## src/rtl/invsqrt_arbiter.sv

```systemverilog
// Round-robin front end sharing one fixed-latency inverse-sqrt pipeline among
// NUM_REQ requesters, with a tag pipe steering results into per-requester slots.

module invsqrt_arbiter_slot (
    input  logic        iCLK,
    input  logic        iRST_N,
    input  logic        issue,
    input  logic        retire,
    input  logic        ack,
    input  logic [31:0] result_in,
    output logic        rdy,
    output logic        inflight,
    output logic [31:0] result
);
    logic        rdy_q, rdy_d;
    logic        inflight_q, inflight_d;
    logic [31:0] result_q, result_d;

    // issue and retire never target the same slot in one cycle: issue needs ~inflight
    always_comb begin
        rdy_d      = rdy_q;
        inflight_d = inflight_q;
        result_d   = result_q;
        if (retire) begin
            rdy_d      = 1'b1;
            inflight_d = 1'b0;
            result_d   = result_in;
        end else if (ack && rdy_q) begin
            rdy_d = 1'b0;
        end
        if (issue) begin
            inflight_d = 1'b1;
        end
    end

    always_ff @(posedge iCLK) begin
        if (!iRST_N) begin
            rdy_q      <= 1'b0;
            inflight_q <= 1'b0;
            result_q   <= '0;
        end else begin
            rdy_q      <= rdy_d;
            inflight_q <= inflight_d;
            result_q   <= result_d;
        end
    end

    assign rdy      = rdy_q;
    assign inflight = inflight_q;
    assign result   = result_q;
endmodule

module invsqrt_arbiter #(
    parameter int NUM_REQ = 4,
    parameter int LAT     = 4
) (
    input  logic                  iCLK,
    input  logic                  iRST_N,
    input  logic [NUM_REQ-1:0]    iReq,
    input  logic [NUM_REQ*32-1:0] iOperand,
    output logic [NUM_REQ-1:0]    oGrant,
    output logic [31:0]           oFPU_A,
    input  logic [31:0]           iFPU_Result,
    output logic [NUM_REQ-1:0]    oRdy,
    output logic [NUM_REQ*32-1:0] oResult,
    input  logic [NUM_REQ-1:0]    iAck,
    output logic                  oBusy
);
    localparam int TAG_W = (NUM_REQ > 1) ? $clog2(NUM_REQ) : 1;

    logic [NUM_REQ-1:0][31:0] operand;
    logic [NUM_REQ-1:0][31:0] result;
    logic [NUM_REQ-1:0]       inflight;
    logic [NUM_REQ-1:0]       rdy;
    logic [NUM_REQ-1:0]       elig;
    logic [NUM_REQ-1:0]       grant;
    logic [TAG_W-1:0]         gnt_idx;
    logic                     xfer;
    int                       scan_idx;

    logic [TAG_W-1:0]         ptr_q, ptr_d;
    logic [31:0]              fpu_a_q, fpu_a_d;
    // Stage 0 is loaded alongside oFPU_A; stage LAT lines up with iFPU_Result.
    logic [LAT:0]             vld_q, vld_d;
    logic [LAT:0][TAG_W-1:0]  tag_q, tag_d;

    assign operand = iOperand;
    assign elig    = iReq & ~inflight & ~rdy;

    always_comb begin
        grant    = '0;
        gnt_idx  = '0;
        xfer     = 1'b0;
        scan_idx = 0;
        for (int k = 0; k < NUM_REQ; k++) begin
            scan_idx = int'(ptr_q) + k;
            if (scan_idx >= NUM_REQ) scan_idx = scan_idx - NUM_REQ;
            if (!xfer && elig[scan_idx]) begin
                xfer            = 1'b1;
                grant[scan_idx] = 1'b1;
                gnt_idx         = TAG_W'(scan_idx);
            end
        end
    end

    always_comb begin
        ptr_d   = ptr_q;
        fpu_a_d = fpu_a_q;
        if (xfer) begin
            ptr_d   = (int'(gnt_idx) == NUM_REQ - 1) ? '0 : gnt_idx + TAG_W'(1);
            fpu_a_d = operand[gnt_idx];
        end
        vld_d    = '0;
        tag_d    = '0;
        vld_d[0] = xfer;
        tag_d[0] = gnt_idx;
        for (int s = 1; s <= LAT; s++) begin
            vld_d[s] = vld_q[s-1];
            tag_d[s] = tag_q[s-1];
        end
    end

    always_ff @(posedge iCLK) begin
        if (!iRST_N) begin
            ptr_q   <= '0;
            fpu_a_q <= '0;
            vld_q   <= '0;
            tag_q   <= '0;
        end else begin
            ptr_q   <= ptr_d;
            fpu_a_q <= fpu_a_d;
            vld_q   <= vld_d;
            tag_q   <= tag_d;
        end
    end

    for (genvar i = 0; i < NUM_REQ; i++) begin : g_slot
        invsqrt_arbiter_slot u_slot (
            .iCLK      (iCLK),
            .iRST_N    (iRST_N),
            .issue     (grant[i]),
            .retire    (vld_q[LAT] && (tag_q[LAT] == TAG_W'(i))),
            .ack       (iAck[i]),
            .result_in (iFPU_Result),
            .rdy       (rdy[i]),
            .inflight  (inflight[i]),
            .result    (result[i])
        );
    end

    assign oGrant  = grant;
    assign oFPU_A  = fpu_a_q;
    assign oRdy    = rdy;
    assign oResult = result;
    assign oBusy   = (|inflight) | (|rdy);
endmodule
```

## config.mk

```make
export PLATFORM = sky130hd
export DESIGN_NAME = invsqrt_arbiter
export DESIGN_NICKNAME = d
export VERILOG_FILES = /design/src/rtl/invsqrt_arbiter.sv
export SDC_FILE = /design/constraint.sdc
export NUM_CORES = 1
export LEC_CHECK = 0
export ABC_AREA = 1
export BUFFER_PORTS_ARGS = -buffer_cell sky130_fd_sc_hd__buf_2
export CAP_MARGIN = 25
export CORE_MARGIN = 2
export CORE_UTILIZATION = 35
export CTS_CLUSTER_SIZE = 12
export DETAILED_ROUTE_END_ITERATION = 10
export GPL_ROUTABILITY_DRIVEN = 0
export RECOVER_POWER = 25
export SETUP_SLACK_MARGIN = 0.5
export SLEW_MARGIN = 10
export SYNTH_ARGS = -nofsm -noshare
export SYNTH_HDL_FRONTEND = slang
export SYNTH_SLANG_ARGS = --single-unit
```

## constraint.sdc

```tcl
create_clock -name iCLK -period 3.1 [get_ports iCLK]
set_input_delay 0.155 -clock iCLK [delete_from_list [all_inputs] [get_ports iCLK]]
set_output_delay 0.155 -clock iCLK [all_outputs]
set_load 0.02 [all_outputs]
```

==> After elaboration in Yosys (flattened, before gate mapping) <==
Index checks and enable logic that the tools add are counted.
{ "totals": {"reg_bits": 185, "latchBits": 0, "ramBits": 0, "rom_bits": 0, "out_inout_bits": 169, "word_cells": 137, "memories": 0} }
{ "classes": {"add_sub_neg": 8, "mul": 0, "div": 0, "magnitude_cmp": 13, "eq_ne": 4, "shift": 0, "muxes": 55, "bitwise_logic": 8, "reduce_logical": 29} }
{ "op_table": {"columns": ["cell", "n"], "rows": [
  ["$mux 32", 5],
  ["$ge 32x1->1 const B", 4],
  ["$lt 32x4->1 const B", 4],
  ["$bmux 32 s2", 1],
  ["$mux 1", 32],
  ["$mux 4", 4],
  ["$reduce_bool 2->1", 8],
  ["$logic_and 1x1->1", 15],
  ["$or 4x4->4", 3],
  ["$sub 3x3->4 const B", 3],
  ["$mux 2", 5],
  ["$ge 3x3->1 const B", 3],
  ["$and 4x4->4", 2],
  ["$bmux 1 s2", 4],
  ["$demux 1 s2", 4],
  ["$not 4->4", 2],
  ["$reduce_or 4->1", 2],
  ["$add 2x2->3 const B", 2],
  ["$eq 2x1->1 const B", 2],
  ["$eq 2x2->1 const B", 2],
  ["$sub 2x3->4 const B", 1],
  ["$add 2x1->3 const B", 1],
  ["$ge 2x3->1 const B", 1],
  ["$logic_not 1->1", 3],
  ["4 further kinds", 4]
]} }

==> Longest topological paths before layout <==
{ "depth": {"depth_word": 18, "ltp_mapped": 17, "mapped_depth_nobuf": 14} }

==> Cells and area by module <==
Synthesis repeated with hierarchy kept, for this count alone.
{ "unflattened": {"cells_unflattened": 1203, "hier_area_um2": 8361.8} }
{ "by_module_without_submodules": {"columns": ["mod", "n_inst", "cells_each", "area_per_inst_um2", "seq_area_each_um2"], "rows": [
  ["invsqrt_arbiter_slot", 4, 147, 1181.1, 680.7],
  ["invsqrt_arbiter", 1, 615, 3637.2, 980.9]
]} }

==> Least setup slack after synthesis <==
OpenSTA, ideal clock, no wires.
{ "synth_timing": {"path_kind": "register to register", "from": "register ptr_q[0]", "to": "register fpu_a_q[10] (netlist: oFPU_A[10])", "arrival_ns": 2.130, "required_ns": 2.991, "slack_ns": 0.861, "path_stages_with_launch": 16, "synth_period_minus_slack_ns": 2.239, "path_cell_list": "dfxtp_1 > buf_6 > inv_6 > ha_1 > inv_1 > nand3_1 > nand2_2 > nand4_4 > nand3_4 > buf_6 > buf_6 > nand3_2 > nand3_1 > nand3_1 > nand2_1 > inv_1"} }
{ "synth_via": {"elab_chain_cells": 17} }
{ "synth_rtl": {"columns": ["element", "line_no", "text"], "rows": [
  ["start, declared", "81", "logic [TAG_W-1:0] ptr_q, ptr_d;"],
  ["start signal, assigned", "130", "ptr_q <= ptr_d;"],
  ["branches (longest 17 deep; another with $sub 3x3->4)", null, null],
  ["end signal, assigned", "131", "fpu_a_q <= fpu_a_d;"],
  ["end, declared", "82", "logic [31:0] fpu_a_q, fpu_a_d;"]
]} }
Parallel ways; which one is timed is not known. The select of a mux whose other input is x is not followed.
A chain may end at the register's enable or synchronous reset.

==> Worst setup path in the final report <==
{ "layout_timing": {"from": "register ptr_q[0]", "to": "output port oGrant[3]"} }
{ "layout_via": {"elab_chain_cells": 15} }
{ "layout_rtl": {"columns": ["element", "line_no", "text"], "rows": [
  ["branches (longest 14 deep; another with $ge 32x1->1)", null, null],
  ["$mux 4 *", "98", "if (!xfer && elig[scan_idx]) begin"],
  ["end, declared", "61", "output logic [NUM_REQ-1:0] oGrant,"]
]} }
Mark *: on every way between the ends. The select of a mux whose other input is x is not followed.

==> impl_metrics.env <==
export IMPL_die_h_um=164.1
export IMPL_max_slew_worst_pin_slew_ns=1.750
export IMPL_ios=339
export IMPL_reg2reg_from="ptr_q[0]"
export IMPL_post_drt_wl_per_cell_um=13.74
export IMPL_worstHoldEndpoint="g_slot[1].u_slot.result[6]"
export IMPL_rows=58
export IMPL_critPathBufInv=5
export IMPL_grt_pass1_wl_um=41310
export IMPL_syn2layout_area_growth_pct=27.72
export IMPL_vdd_drop_max_mv=0.8433
export IMPL_slew_headroom_pct=-16.64
export IMPL_num_nets_final=1775
export IMPL_critPathTopFamily="buffers and inverters"
export IMPL_cts_buffers=17
export IMPL_maxSlewViolCount=48
export IMPL_totalWireLength_um=26670
export IMPL_ys_warn_count=0
export IMPL_syn_num_nets=1472
export IMPL_reg2reg_depth=15
export IMPL_synth_area_sq_mm=0.008974
export IMPL_finalCritPeriodShare_pct=78.66
export IMPL_ys_ff_latch=185
export IMPL_antenna_found_initial=1
export IMPL_drc=0
export IMPL_crit_path_top_delay_cell="dfxtp_4"
export IMPL_p_comb_share_pct=51.0
export IMPL_cts_sinks=185
export IMPL_hp_start="iFPU_Result[6]"
export IMPL_synth_area_per_cell_sq_um=6.935
export IMPL_setup_violations=0
export IMPL_routed_via_count=8860
export IMPL_p_sw_mw=4.689
export IMPL_clk_latency_ns=0.42
export IMPL_io_buffer_count=338
export IMPL_grt_pass1_vias=8053
export IMPL_violations="capacitance limit, slew limit"
export IMPL_hold_viol=0
export IMPL_hold_path_class="input pin to flip-flop"
export IMPL_hpwl_um=18660
export IMPL_yosysSeqAreaShare_pct=41.27
export IMPL_ant_nets=0
export IMPL_cts_tree="done"
export IMPL_dieWidth_um=164.1
export IMPL_drtIter0Drc=631
export IMPL_die_area_sq_mm=0.02694
export IMPL_cp_arrival_ns=2.28
export IMPL_p_leak_nw=6.048
export IMPL_core_sq_mm=0.02518
export IMPL_htree_num_levels=4
export IMPL_dpl_instance_area_sq_mm=0.01073
export IMPL_layout_common_cells="inv_1, buf_2, nor2_1"
export IMPL_drive_gt1_share_pct=24.41
export IMPL_outcome="finished with violations"
export IMPL_setup_tns_final_ns=0
export IMPL_rsz0062_at_grt="no"
export IMPL_max_freq_mhz=410.1
export IMPL_stdcell_area_sq_mm=0.01146
export IMPL_power_share_clock_pct=21.8
export IMPL_p_int_mw=5.589
export IMPL_grt_overflow_total=0
export IMPL_path_cells="inv_8 -> ha_4 -> inv_2 -> nand3_1 -> nand2_2 -> buf_4 -> nand4_4 -> inv_1 -> nand2_1 -> o2111ai_1 -> buf_2"
export IMPL_cp_max_fo=8
export IMPL_path_class="flip-flop to primary output"
export IMPL_required_ns=2.94
export IMPL_postSynthCellCount=1294
export IMPL_finClkSkew_ns=0.01188
export IMPL_worstSetupStartpointType="flip-flop"
export IMPL_cellPowerDensity_mw_per_mm2=896.8
export IMPL_drv_cap=1
export IMPL_ff2ff_setup_slack_ns=0.79
export IMPL_ctsLongestPathBuffers=2
export IMPL_power_share_switching_pct=45.62
export IMPL_synth_distinct_cells=32
export IMPL_worstSetupEndpointType="primary output"
export IMPL_via_per_inst=4.565
export IMPL_rr_endpoint="oFPU_A[4]"
export IMPL_start_util_pct=35.64
export IMPL_grt_max_degree=65
export IMPL_period_needed_ns=2.439
export IMPL_grt_total_usage_pct=19.12
export IMPL_first_pass_iters=7
export IMPL_whs_path_depth=3
export IMPL_clk_pin_slew_ns=0.07
export IMPL_critPathMaxStageDelay_ns=0.38
export IMPL_p_seq_share_pct=27.1
export IMPL_cts_root_buf="clkbuf_16"
[flip-flops by register name, indices dropped and copies added (netlist names)]
name,flops
g_slot.u_slot.rdy,4
ptr_q,2
tag_d,8
vld_q,5
oFPU_A,32
g_slot.u_slot.inflight,4
g_slot.u_slot.result,128
tag_q,2
[metrics by stage]
stage                     utilization, %  setup WS (ns)  power (mW)  instances  hold WS (ns)
after floorplan                        -         0.8606       7.255       1294        0.2899
after global placement             42.59         0.5518       7.987       1888        0.3886
after detailed placement           42.59         0.4790       8.041       1888        0.3976
after CTS                          45.71         0.5456       10.36       1937    0.00001107
after global routing               45.50         0.3169       11.15       1940       0.01019
final                              45.51         0.6615       10.28       1941       0.01745
[kinds of logic after synthesis]
kind of cell,Yosys count,synth area share (%)
simple gates,530,28.01
fa+ha+maj,8,1.115
buf+inv,358,17.25
compound gates,213,12.35
flops,185,41.27
[cell type report]
class | instances | area [sq um]
flip-flops and latches | 185 | 3711
clock inverters | 14 | 171.4
repair buffers | 373 | 1953
diodes | 1 | 2.502
fillers | 2682 | 13720
multi-input cells | 751 | 3759
well taps | 330 | 412.9
inverters | 269 | 1022
clock buffers | 18 | 429.2
[metal layers]
layer  vias up  GRT usage (%)  wire [um]
met5         -              0         13
li1       4572              -          -
met1      3943          24.21      12030
met2       320          32.18      12320
met3        23          4.369       1865
met4         2          6.061        438
[synth_stat cells, drive strengths merged]
library cell | n | area [sq um]
nand2 | 150 | 620.6
buf | 45 | 365.4
clkinv | 1 | 3.750
dfxtp | 185 | 3704
inv | 268 | 1013
o211ai | 2 | 15.01
clkbuf | 44 | 165.2
o2111ai | 2 | 17.52
nand3 | 175 | 1089
nor2 | 203 | 777.0
a21oi | 74 | 374.1
a211oi | 1 | 12.51
nand4 | 2 | 27.53
o21ai | 134 | 689.4
ha | 8 | 100.1
[what timing repair did]
action                     4_1_cts  5_1_grt
pin swaps                        0        2
setup buffers                    0        3
gates resized for setup          4        9
setup endpoints to repair       27        2
hold buffers                    17        0
hold endpoints to repair        17        0
[worst min-delay path, delay by kind of cell]
kind	cells	cell delay (ns)
AND/OR/NAND/NOR	2	0.14
buffers and inverters	1	0.11
[power by group through the flow]
stage,sequential (mW),combinational (mW),clock (mW)
final,2.79,5.24,2.25
after global routing,2.82,5.92,2.41
after CTS,2.79,5.26,2.31
after detailed placement,2.84,5.20,0
after global placement,2.84,5.15,0
after floorplan,3.05,4.21,0
[worst max path at each step]
stage                         from                          end  slack [ns]  cells past startpoint
after floorplan           ptr_q[0]                   oFPU_A[10]        0.86                     15
after global placement    ptr_q[1]                   oFPU_A[23]        0.55                     15
after detailed placement  ptr_q[1]                   oFPU_A[23]        0.48                     15
after CTS                 ptr_q[0]                    oGrant[1]        0.55                     13
after global routing        iRST_N  g_slot[3].u_slot.result[25]        0.32                      4
final                     ptr_q[0]                    oGrant[3]        0.66                     11
Power figures use the tool's default switching activity.
